File: src/rtl/mem_pkg.sv
// Shared definitions for the memory arbiter and its sub-blocks. The AW/DW
// defaults track the sram_ctrl CPU-side port widths.
package mem_pkg;

    localparam int AW_DEF = 20;
    localparam int DW_DEF = 32;

    typedef enum logic [1:0] {
        ST_IDLE  = 2'd0,
        ST_ISSUE = 2'd1,
        ST_WAIT  = 2'd2
    } arb_state_t;

    typedef enum logic [1:0] {
        OWN_NONE = 2'd0,
        OWN_IF   = 2'd1,
        OWN_D    = 2'd2
    } owner_t;

endpackage

File: src/rtl/arb_prio_starve.sv
// Winner select for the two CPU ports: data has priority, but a fetch that has
// lost MAX_WAIT arbitrations in a row is forced through. Kept separate so a
// different policy or an extra requester can replace it without touching the FSM.
module arb_prio_starve
    import mem_pkg::*;
#(
    parameter int MAX_WAIT = 4
)(
    input  logic   clk,
    input  logic   rst_n,
    input  logic   arb_en,
    input  logic   if_req,
    input  logic   d_req,
    output logic   grant,
    output owner_t winner
);

    localparam logic [3:0] MAX_W = 4'(MAX_WAIT);

    logic [3:0] wait_cnt;

    // Combinational winner select, only meaningful while the FSM is arbitrating.
    always_comb begin
        grant  = arb_en && (if_req || d_req);
        winner = OWN_NONE;
        if (grant) begin
            winner = ((wait_cnt == MAX_W) || !d_req) ? OWN_IF : OWN_D;
        end
    end

    // Starvation counter: counts consecutive data wins while fetch is waiting.
    always_ff @(posedge clk or negedge rst_n) begin
        if (!rst_n) begin
            wait_cnt <= '0;
        end else if (!if_req) begin
            wait_cnt <= '0;
        end else if (grant) begin
            if (winner == OWN_IF) begin
                wait_cnt <= '0;
            end else if (wait_cnt != MAX_W) begin
                wait_cnt <= wait_cnt + 4'd1;
            end
        end
    end

endmodule

File: src/rtl/mem_arbiter.sv
// Shares the sram_ctrl CPU port between the instruction-fetch and data ports.
// One request in flight at a time; the response is steered back to the owner
// with a one-cycle ack, or an ack plus err if sram_ctrl never answers.
//
// state    | meaning
// ---------+----------------------------------------------------------------
// ST_IDLE  | arbitrate; on a grant latch address/data/owner into mem_* regs
// ST_ISSUE | mem_re or mem_we high for exactly this cycle
// ST_WAIT  | strobes low, waiting for mem_ready or the timeout
module mem_arbiter
    import mem_pkg::*;
#(
    parameter int AW       = AW_DEF,
    parameter int DW       = DW_DEF,
    parameter int MAX_WAIT = 4,
    parameter int TIMEOUT  = 15
)(
    input  logic          clk,
    input  logic          rst_n,
    input  logic          if_req,
    input  logic [AW-1:0] if_addr,
    output logic [DW-1:0] if_rdata,
    output logic          if_ack,
    input  logic          d_req,
    input  logic          d_we,
    input  logic [AW-1:0] d_addr,
    input  logic [DW-1:0] d_wdata,
    output logic [DW-1:0] d_rdata,
    output logic          d_ack,
    output logic          err,
    output logic [AW-1:0] mem_addr,
    output logic [DW-1:0] mem_wdata,
    output logic          mem_we,
    output logic          mem_re,
    input  logic [DW-1:0] mem_rdata,
    input  logic          mem_ready
);

    // tmo_cnt holds the index of the current WAIT cycle, so comparing against
    // TIMEOUT-1 gives exactly TIMEOUT WAIT cycles before the error completion.
    localparam logic [7:0] TMO_LAST = 8'(TIMEOUT - 1);

    arb_state_t state_q, state_d;
    owner_t     owner_q;
    owner_t     winner;
    logic       grant;
    logic       done;
    logic       tmo_hit;
    logic       we_q;
    logic [7:0] tmo_cnt;

    arb_prio_starve #(
        .MAX_WAIT (MAX_WAIT)
    ) u_arb (
        .clk    (clk),
        .rst_n  (rst_n),
        .arb_en (state_q == ST_IDLE),
        .if_req (if_req),
        .d_req  (d_req),
        .grant  (grant),
        .winner (winner)
    );

    // Next-state decode; mem_ready wins over a timeout landing in the same cycle.
    always_comb begin
        state_d = state_q;
        done    = 1'b0;
        tmo_hit = 1'b0;
        case (state_q)
            ST_IDLE: begin
                if (grant) state_d = ST_ISSUE;
            end
            ST_ISSUE: begin
                state_d = ST_WAIT;
            end
            ST_WAIT: begin
                if (mem_ready) begin
                    done    = 1'b1;
                    state_d = ST_IDLE;
                end else if (tmo_cnt == TMO_LAST) begin
                    done    = 1'b1;
                    tmo_hit = 1'b1;
                    state_d = ST_IDLE;
                end
            end
            default: begin
                state_d = ST_IDLE;
            end
        endcase
    end

    // State register.
    always_ff @(posedge clk or negedge rst_n) begin
        if (!rst_n) begin
            state_q <= ST_IDLE;
        end else begin
            state_q <= state_d;
        end
    end

    // Request latch and one-cycle strobe, loaded on the grant edge.
    always_ff @(posedge clk or negedge rst_n) begin
        if (!rst_n) begin
            owner_q   <= OWN_NONE;
            mem_addr  <= '0;
            mem_wdata <= '0;
            we_q      <= 1'b0;
            mem_re    <= 1'b0;
            mem_we    <= 1'b0;
        end else begin
            mem_re <= 1'b0;
            mem_we <= 1'b0;
            if (grant) begin
                owner_q <= winner;
                if (winner == OWN_IF) begin
                    mem_addr  <= if_addr;
                    mem_wdata <= '0;
                    we_q      <= 1'b0;
                    mem_re    <= 1'b1;
                end else begin
                    mem_addr  <= d_addr;
                    mem_wdata <= d_wdata;
                    we_q      <= d_we;
                    mem_re    <= !d_we;
                    mem_we    <= d_we;
                end
            end else if (done) begin
                owner_q <= OWN_NONE;
            end
        end
    end

    // Timeout counter: cleared while issuing, counts WAIT cycles.
    always_ff @(posedge clk or negedge rst_n) begin
        if (!rst_n) begin
            tmo_cnt <= '0;
        end else if (state_q == ST_ISSUE) begin
            tmo_cnt <= '0;
        end else if (state_q == ST_WAIT) begin
            tmo_cnt <= tmo_cnt + 8'd1;
        end
    end

    // Response steering: ack/err pulse for one cycle, rdata held between acks.
    always_ff @(posedge clk or negedge rst_n) begin
        if (!rst_n) begin
            if_ack   <= 1'b0;
            d_ack    <= 1'b0;
            err      <= 1'b0;
            if_rdata <= '0;
            d_rdata  <= '0;
        end else begin
            if_ack <= 1'b0;
            d_ack  <= 1'b0;
            err    <= 1'b0;
            if (done) begin
                err <= tmo_hit;
                if (owner_q == OWN_IF) begin
                    if_ack   <= 1'b1;
                    if_rdata <= tmo_hit ? '0 : mem_rdata;
                end else if (owner_q == OWN_D) begin
                    d_ack   <= 1'b1;
                    d_rdata <= (tmo_hit || we_q) ? '0 : mem_rdata;
                end
            end
        end
    end

endmodule
File: config.mk
export PLATFORM = sky130hd
export DESIGN_NAME = mem_arbiter
export DESIGN_NICKNAME = d
export VERILOG_FILES = /design/src/rtl/mem_pkg.sv /design/src/rtl/arb_prio_starve.sv /design/src/rtl/mem_arbiter.sv
export SDC_FILE = /design/constraint.sdc
export NUM_CORES = 1
export LEC_CHECK = 0
export ABC_AREA = 0
export CORE_MARGIN = 3
export CORE_UTILIZATION = 40
export DETAILED_ROUTE_END_ITERATION = 16
export PLACE_DENSITY = 0.77
export REMOVE_ABC_BUFFERS = 1
export SLEW_MARGIN = 20
export SYNTH_ARGS = -nofsm -noshare
export SYNTH_HDL_FRONTEND = slang
export SYNTH_HIERARCHICAL = 1
export SYNTH_SLANG_ARGS = --single-unit
File: constraint.sdc
create_clock -name clk -period 2 [get_ports clk]
set_input_delay 0.2 -clock clk [delete_from_list [all_inputs] [get_ports clk]]
set_output_delay 0.2 -clock clk [all_outputs]
set_load 0.01 [all_outputs]
# == Yosys cells after proc, flatten, opt, wreduce, memory -nomap -nowiden ==
# Index checks and enable logic that the tools add are counted.
# totals
ff_bits,138
in_bits,110
# op_classes
n_addsub,2
n_eq_ne,12
muxes,33
bitwise,1
n_reduce_logical,13
# op_table
cell,n
32-bit 2-to-1 mux,3
20-bit 2-to-1 mux,1
4-bit 2-to-1 mux,4
8-bit 2-to-1 mux,2
1-bit 2-to-1 mux,15
2-bit 2-to-1 mux,7
8-bit by 1-bit adder with 8-bit output (second input constant),1
8-bit by 4-bit equality test with 1-bit output (second input constant),1
2-bit by 1-bit equality test with 1-bit output (second input constant),3
2-bit case mux with 3 select lines,1
2-bit AND reduction,3
4-bit by 1-bit adder with 4-bit output (second input constant),1
2-bit equality test (second input constant),2
4-bit by 3-bit equality test with 1-bit output (second input constant),1
4-bit by 3-bit != test with 1-bit output (second input constant),1
2-bit nonzero test,2
1-bit logical OR,3
3-bit by 1-bit != test with 1-bit output (second input constant),1
3-bit != test (second input constant),1
3-bit AND reduction,1
1-bit logical NOT,2
2-bit logical NOT,1
2-bit by 1-bit != test with 1-bit output (second input constant),1
2-bit != test (second input constant),1
2 further kinds,2

# == Logic depth before layout (Yosys ltp) ==
# depth
word_depth,8
depth_mapped,11

# == Hierarchy ==
# The synthesis kept the hierarchy.
# modules_own_cells
mod,instances,cells_per_inst,area_each_um2,seq_area_each_um2
mem_arbiter,1,565,5984.5,3353.2
arb_prio_starve,1,34,284.0,100.1

# == Worst setup path before layout ==
# Ideal clock, no wire load.
# synth_timing
path_type,flip-flop to flip-flop
start,register state_q[0]
end,register mem_addr[12]
t_arrival_ns,1.989
setup_slack_ns,-0.071
stages_incl_launch_ff,11
n_path_buf,3
cell_sequence,dfrtp_1 -> inv_1 -> ha_1 -> clkbuf_1 -> nand2_1 -> nor2_1 -> nand2b_1 -> clkbuf_1 -> clkbuf_1 -> nand2_1 -> a31oi_1
# synth_between
elab_chain_cells,5
# synth_rtl
item,line_no,source
"start, declared",mem_arbiter.sv:43,"arb_state_t state_q, state_d;"
"start signal, assigned",mem_arbiter.sv:97,state_q <= state_d;
2-bit logical NOT,mem_arbiter.sv:57,".arb_en (state_q == ST_IDLE),"
1-bit logical AND,arb_prio_starve.sv:24,grant = arb_en && (if_req || d_req);
2-bit 2-to-1 mux,arb_prio_starve.sv:26,if (grant) begin
named net winner[1],mem_arbiter.sv:45,owner_t winner;
2-bit by 1-bit equality test with 1-bit output,mem_arbiter.sv:115,if (winner == OWN_IF) begin
20-bit 2-to-1 mux,mem_arbiter.sv:115,
"end signal, assigned",mem_arbiter.sv:116,mem_addr <= if_addr;
"end signal, assigned",mem_arbiter.sv:121,mem_addr <= d_addr;
"end, declared",mem_arbiter.sv:31,"output logic [AW-1:0] mem_addr,"
# The timed path passes the listed nets, and every way through them passes these cells.
# A chain may end at the register's enable or synchronous reset.

# == Final worst setup path ==
# layout_timing
start,register u_arb.wait_cnt[0]
end,register mem_addr[15]
# layout_between
elab_chain_cells,6
# layout_rtl
item,line_no,source
"start, declared",arb_prio_starve.sv:20,logic [3:0] wait_cnt;
"start signal, assigned",arb_prio_starve.sv:41,wait_cnt <= wait_cnt + 4'd1;
4-bit by 3-bit equality test with 1-bit output,arb_prio_starve.sv:27,winner = ((wait_cnt == MAX_W) || !d_req) ? OWN_IF : OWN_D;
1-bit logical OR,arb_prio_starve.sv:27,
2-bit 2-to-1 mux,arb_prio_starve.sv:27,
2-bit 2-to-1 mux,arb_prio_starve.sv:26,
named net winner[0],mem_arbiter.sv:45,
2-bit by 1-bit equality test with 1-bit output,mem_arbiter.sv:115,
20-bit 2-to-1 mux,mem_arbiter.sv:115,
# The timed path passes the listed nets, and every way through them passes these cells.

==> impl_metrics.tcl <==
set metrics [dict create \
    io_pins 231 \
    r2r_setup_slack_ns 0.08 \
    diodes 0 \
    gp_congestion 0.858 \
    clock-sinks 138 \
    drive_above_1_share_pct 9.14 \
    r2r_start "u_arb/wait_cnt[0]" \
    grt_overflow_total 0 \
    cp-start-kind "flop" \
    die_x_um 131 \
    initial_core_util_pct 41.1 \
    h-tree-depth 4 \
    max_freq_mhz 520 \
    dr.first_iter.drc_count 396 \
    viasPerCell 5.47 \
    ir_drop_v 0.000715 \
    final_util_pct 63.3 \
    std_cell_rows 45 \
    met2_length_um 9580 \
    path_class "flop to flop" \
    core_um2 15300 \
    timing.slew.headroom_pct 64.1 \
    wl_per_cell_um 18.5 \
    syn_inst 599 \
    ys_warn_count 6 \
    dp_hpwl_um 13100 \
    syn_avg_cell_area_um2 10.5 \
    r2r-end "mem_addr[15]" \
    cts-root-buf "clkbuf_16" \
    areaGrowthSynthToFinish_pct 54.0 \
    pwr_density_cell_nw_per_um2 1300 \
    gr-usage-all-layers_pct 21.9 \
    holdWs_ns 0.342 \
    ys_seq_area_share_pct 55.1 \
    io_buffers 230 \
    clockBufferDepth 2 \
    routed-wl-met3_um 1920 \
    crit_path_end_kind "flop" \
    antenna_left 0 \
    cp.arrival_ns 2.26 \
    drtPass1Iterations 5 \
    nets 947 \
    synth_cell_types 40 \
    fp.dieArea_um2 17200 \
    tightest_slew_ns 0.538 \
    hold_viol 0 \
    numCtsBuffers 17 \
    leakagePower_uw 0.00385 \
    drt_wl_total_um 19500 \
    grt_pass1_wl_um 30700 \
    cap_violations 0 \
    wl_met1_um 7560 \
    clock_latency_ns 0.42 \
    grt_pass1_vias 5862 \
    vias 5764 \
    grt_max_degree 81 \
    syn_area_um2 6270 \
    path_max_fanout 6 \
    ys_ff_latch 138 \
    antenna_found_initial 0 \
    holdCritPathClass "input pin to async pin" \
    drc 0 \
    maxSlewViolCount 0 \
    highest_layer "met4" \
    fin_crit_sh_pct 96.2 \
    outcome "finished, final reports clean" \
    fin_skew_ns 0.00799 \
    dpl_cell_area_um2 8850 \
    cts_tree "yes" \
    fin_area_um2 9650 \
    period_needed_ns 1.92 \
    clkTransAtPathRegs_ns 0.06 \
    worstPathRequired_ns 2.34 \
    setup_viol 0 \
    ff2ff_path_depth 9 \
    dieHeight_um 131 \
]
==> worst max-delay path, cell delays in order, from the launching register on <==
cell and delay, ns:
dfrtp_1 0.42, inv_2 0.08, ha_1 0.13, and3b_2 0.23, mux2i_1 0.10, nor2b_2 0.23, nor2b_4 0.24, buf_4 0.17
nand2_1 0.06, a31oi_1 0.18
==> registers in the layout (all words and copies together) (netlist names) <==
name / count
u_arb/wait_cnt: 4
mem_addr: 20
owner_q: 2
mem_wdata: 32
mem_we: 1
if_rdata: 32
err: 1
state_q: 2
we_q: 1
d_rdata: 32
tmo_cnt: 8
mem_re: 1
d_ack: 1
if_ack: 1
==> worst max path at each step <==
| stage | start | endpoint | slack [ns] | cells past startpoint |
|---|---|---|---|---|
| floorplan | state_q[0] | state_q[0] | -1.21 | 6 |
| global placement | u_arb/wait_cnt[0] | mem_addr[10] | 0.13 | 9 |
| detailed placement | u_arb/wait_cnt[0] | mem_addr[2] | -0.007 | 9 |
| CTS | state_q[1] | mem_addr[2] | 0.01 | 7 |
| global route | u_arb/wait_cnt[0] | mem_addr[2] | -0.03 | 9 |
| finish | u_arb/wait_cnt[0] | mem_addr[15] | 0.08 | 9 |
==> layout by cell type, fill, tap and decap left out, types with 2 or more instances in the layout <==
| cell | instances |
|---|---|
| o21ai_0 | 37 |
| a21oi_1 | 3 |
| nor3_1 | 4 |
| inv_6 | 3 |
| mux2_2 | 2 |
| buf_4 | 22 |
| inv_1 | 40 |
| bufinv_16 | 5 |
| a22o_1 | 34 |
| nor2_1 | 24 |
| a32o_1 | 32 |
| buf_6 | 3 |
| o211ai_1 | 2 |
| clkdlybuf4s50_1 | 229 |
| buf_12 | 3 |
| a21o_1 | 64 |
| dfrtp_1 | 138 |
| clkinvlp_4 | 3 |
| a21boi_0 | 3 |
| clkinv_2 | 2 |
| ha_1 | 7 |
| or4_1 | 2 |
| clkbuf_16 | 19 |
| mux2i_1 | 2 |
| nand4b_1 | 3 |
| o31ai_1 | 3 |
| a31oi_1 | 26 |
| nand3_1 | 40 |
| nor2b_1 | 5 |
| nand2_1 | 47 |
| and4b_1 | 2 |
| nand2b_1 | 7 |
| and3b_1 | 2 |
==> stage by stage <==
stage / setup WS, ns / setup TNS, ns / total power (µW) / cells
5_1_grt: -0.0252 / -0.181 / 13200 / 1053
6_report: 0.0760 / 0 / 12500 / 1053
3_3_place_gp: 0.128 / 0 / 8670 / 1012
4_1_cts: 0.0102 / 0 / 12400 / 1045
2_1_floorplan: -1.21 / -82.20 / 6360 / 548
3_5_place_dp: -0.00750 / -0.0107 / 8850 / 1012
==> Yosys cell counts (all sizes together) <==
library cell	number	area share, %
a21boi	3	0.36
o21a	2	0.24
o41a	1	0.18
nor2	24	1.4
mux2	2	0.36
and3b	3	0.42
or3	1	0.10
nand2	48	2.9
o22ai	1	0.10
nand4	1	0.10
a22o	34	4.8
nor2b	7	0.70
buf	5	0.68
a32o	32	5.1
inv	41	2.5
and2	1	0.10
a31oi	26	2.6
nand4bb	1	0.44
o211ai	2	0.24
nand3	40	3.2
dfrtp	138	55
or4	2	0.24
a21o	64	7.7
clkbuf	46	2.8
nand2b	8	0.80
or3b	1	0.14
nor3b	1	0.12
nand4b	3	0.42
nor3	4	0.32
ha	8	1.6
o31ai	3	0.36
mux2i	2	0.32
o21bai	1	0.12
and4b	2	0.32
and3	1	0.10
a21oi	3	0.24
o21ai	37	3.0
==> repair_timing <==
action                                 4_1_cts  5_1_grt
setup endpoints to repair                    3       48
pin swaps                                    0        1
endpoints found under the hold margin       50        0
gates resized for setup                      3       11
cloned                                       0        5
setup buffers                                0        3
hold buffers                                 1        0
==> power breakdown <==
group | leakage [µW] | switching (µW) | internal [µW]
logic | 0.00205 | 2450 | 2540
clock network | 0.000313 | 1220 | 2250
registers | 0.00148 | 524 | 3520
==> area by class of cell <==
cell class                 count  area, µm²
timing repair buffer         261       2640
fill                        1203       5610
multi-input combinational    370       2490
sequential                   138       3450
inverter                      41        154
clock buffer                  18        439
clock inverter                14        218
tap                          211        264
==> logic make-up (layout without fill, tap and decap cells) <==
| group | Yosys count | count (layout) | synth area share [%] |
|---|---|---|---|
| flip-flops | 138 | 138 | 55.1 |
| adder cells (fa/ha/maj) | 8 | 8 | 1.60 |
| AO/OA/AOI/OAI | 209 | 210 | 24.9 |
| AND/OR/NAND/NOR | 148 | 148 | 11.8 |
| multiplexers | 4 | 4 | 0.679 |
| buffers and inverters | 92 | 334 | 5.91 |
==> metal layers <==
layer | up-vias | global-route usage, %
met5 | - | 0
met4 | 0 | 8.52
met3 | 34 | 8.23
met2 | 302 | 36.3
met1 | 2813 | 26.0
li1 | 2615 | -
Note: power is estimated with default switching activity, not from simulation.
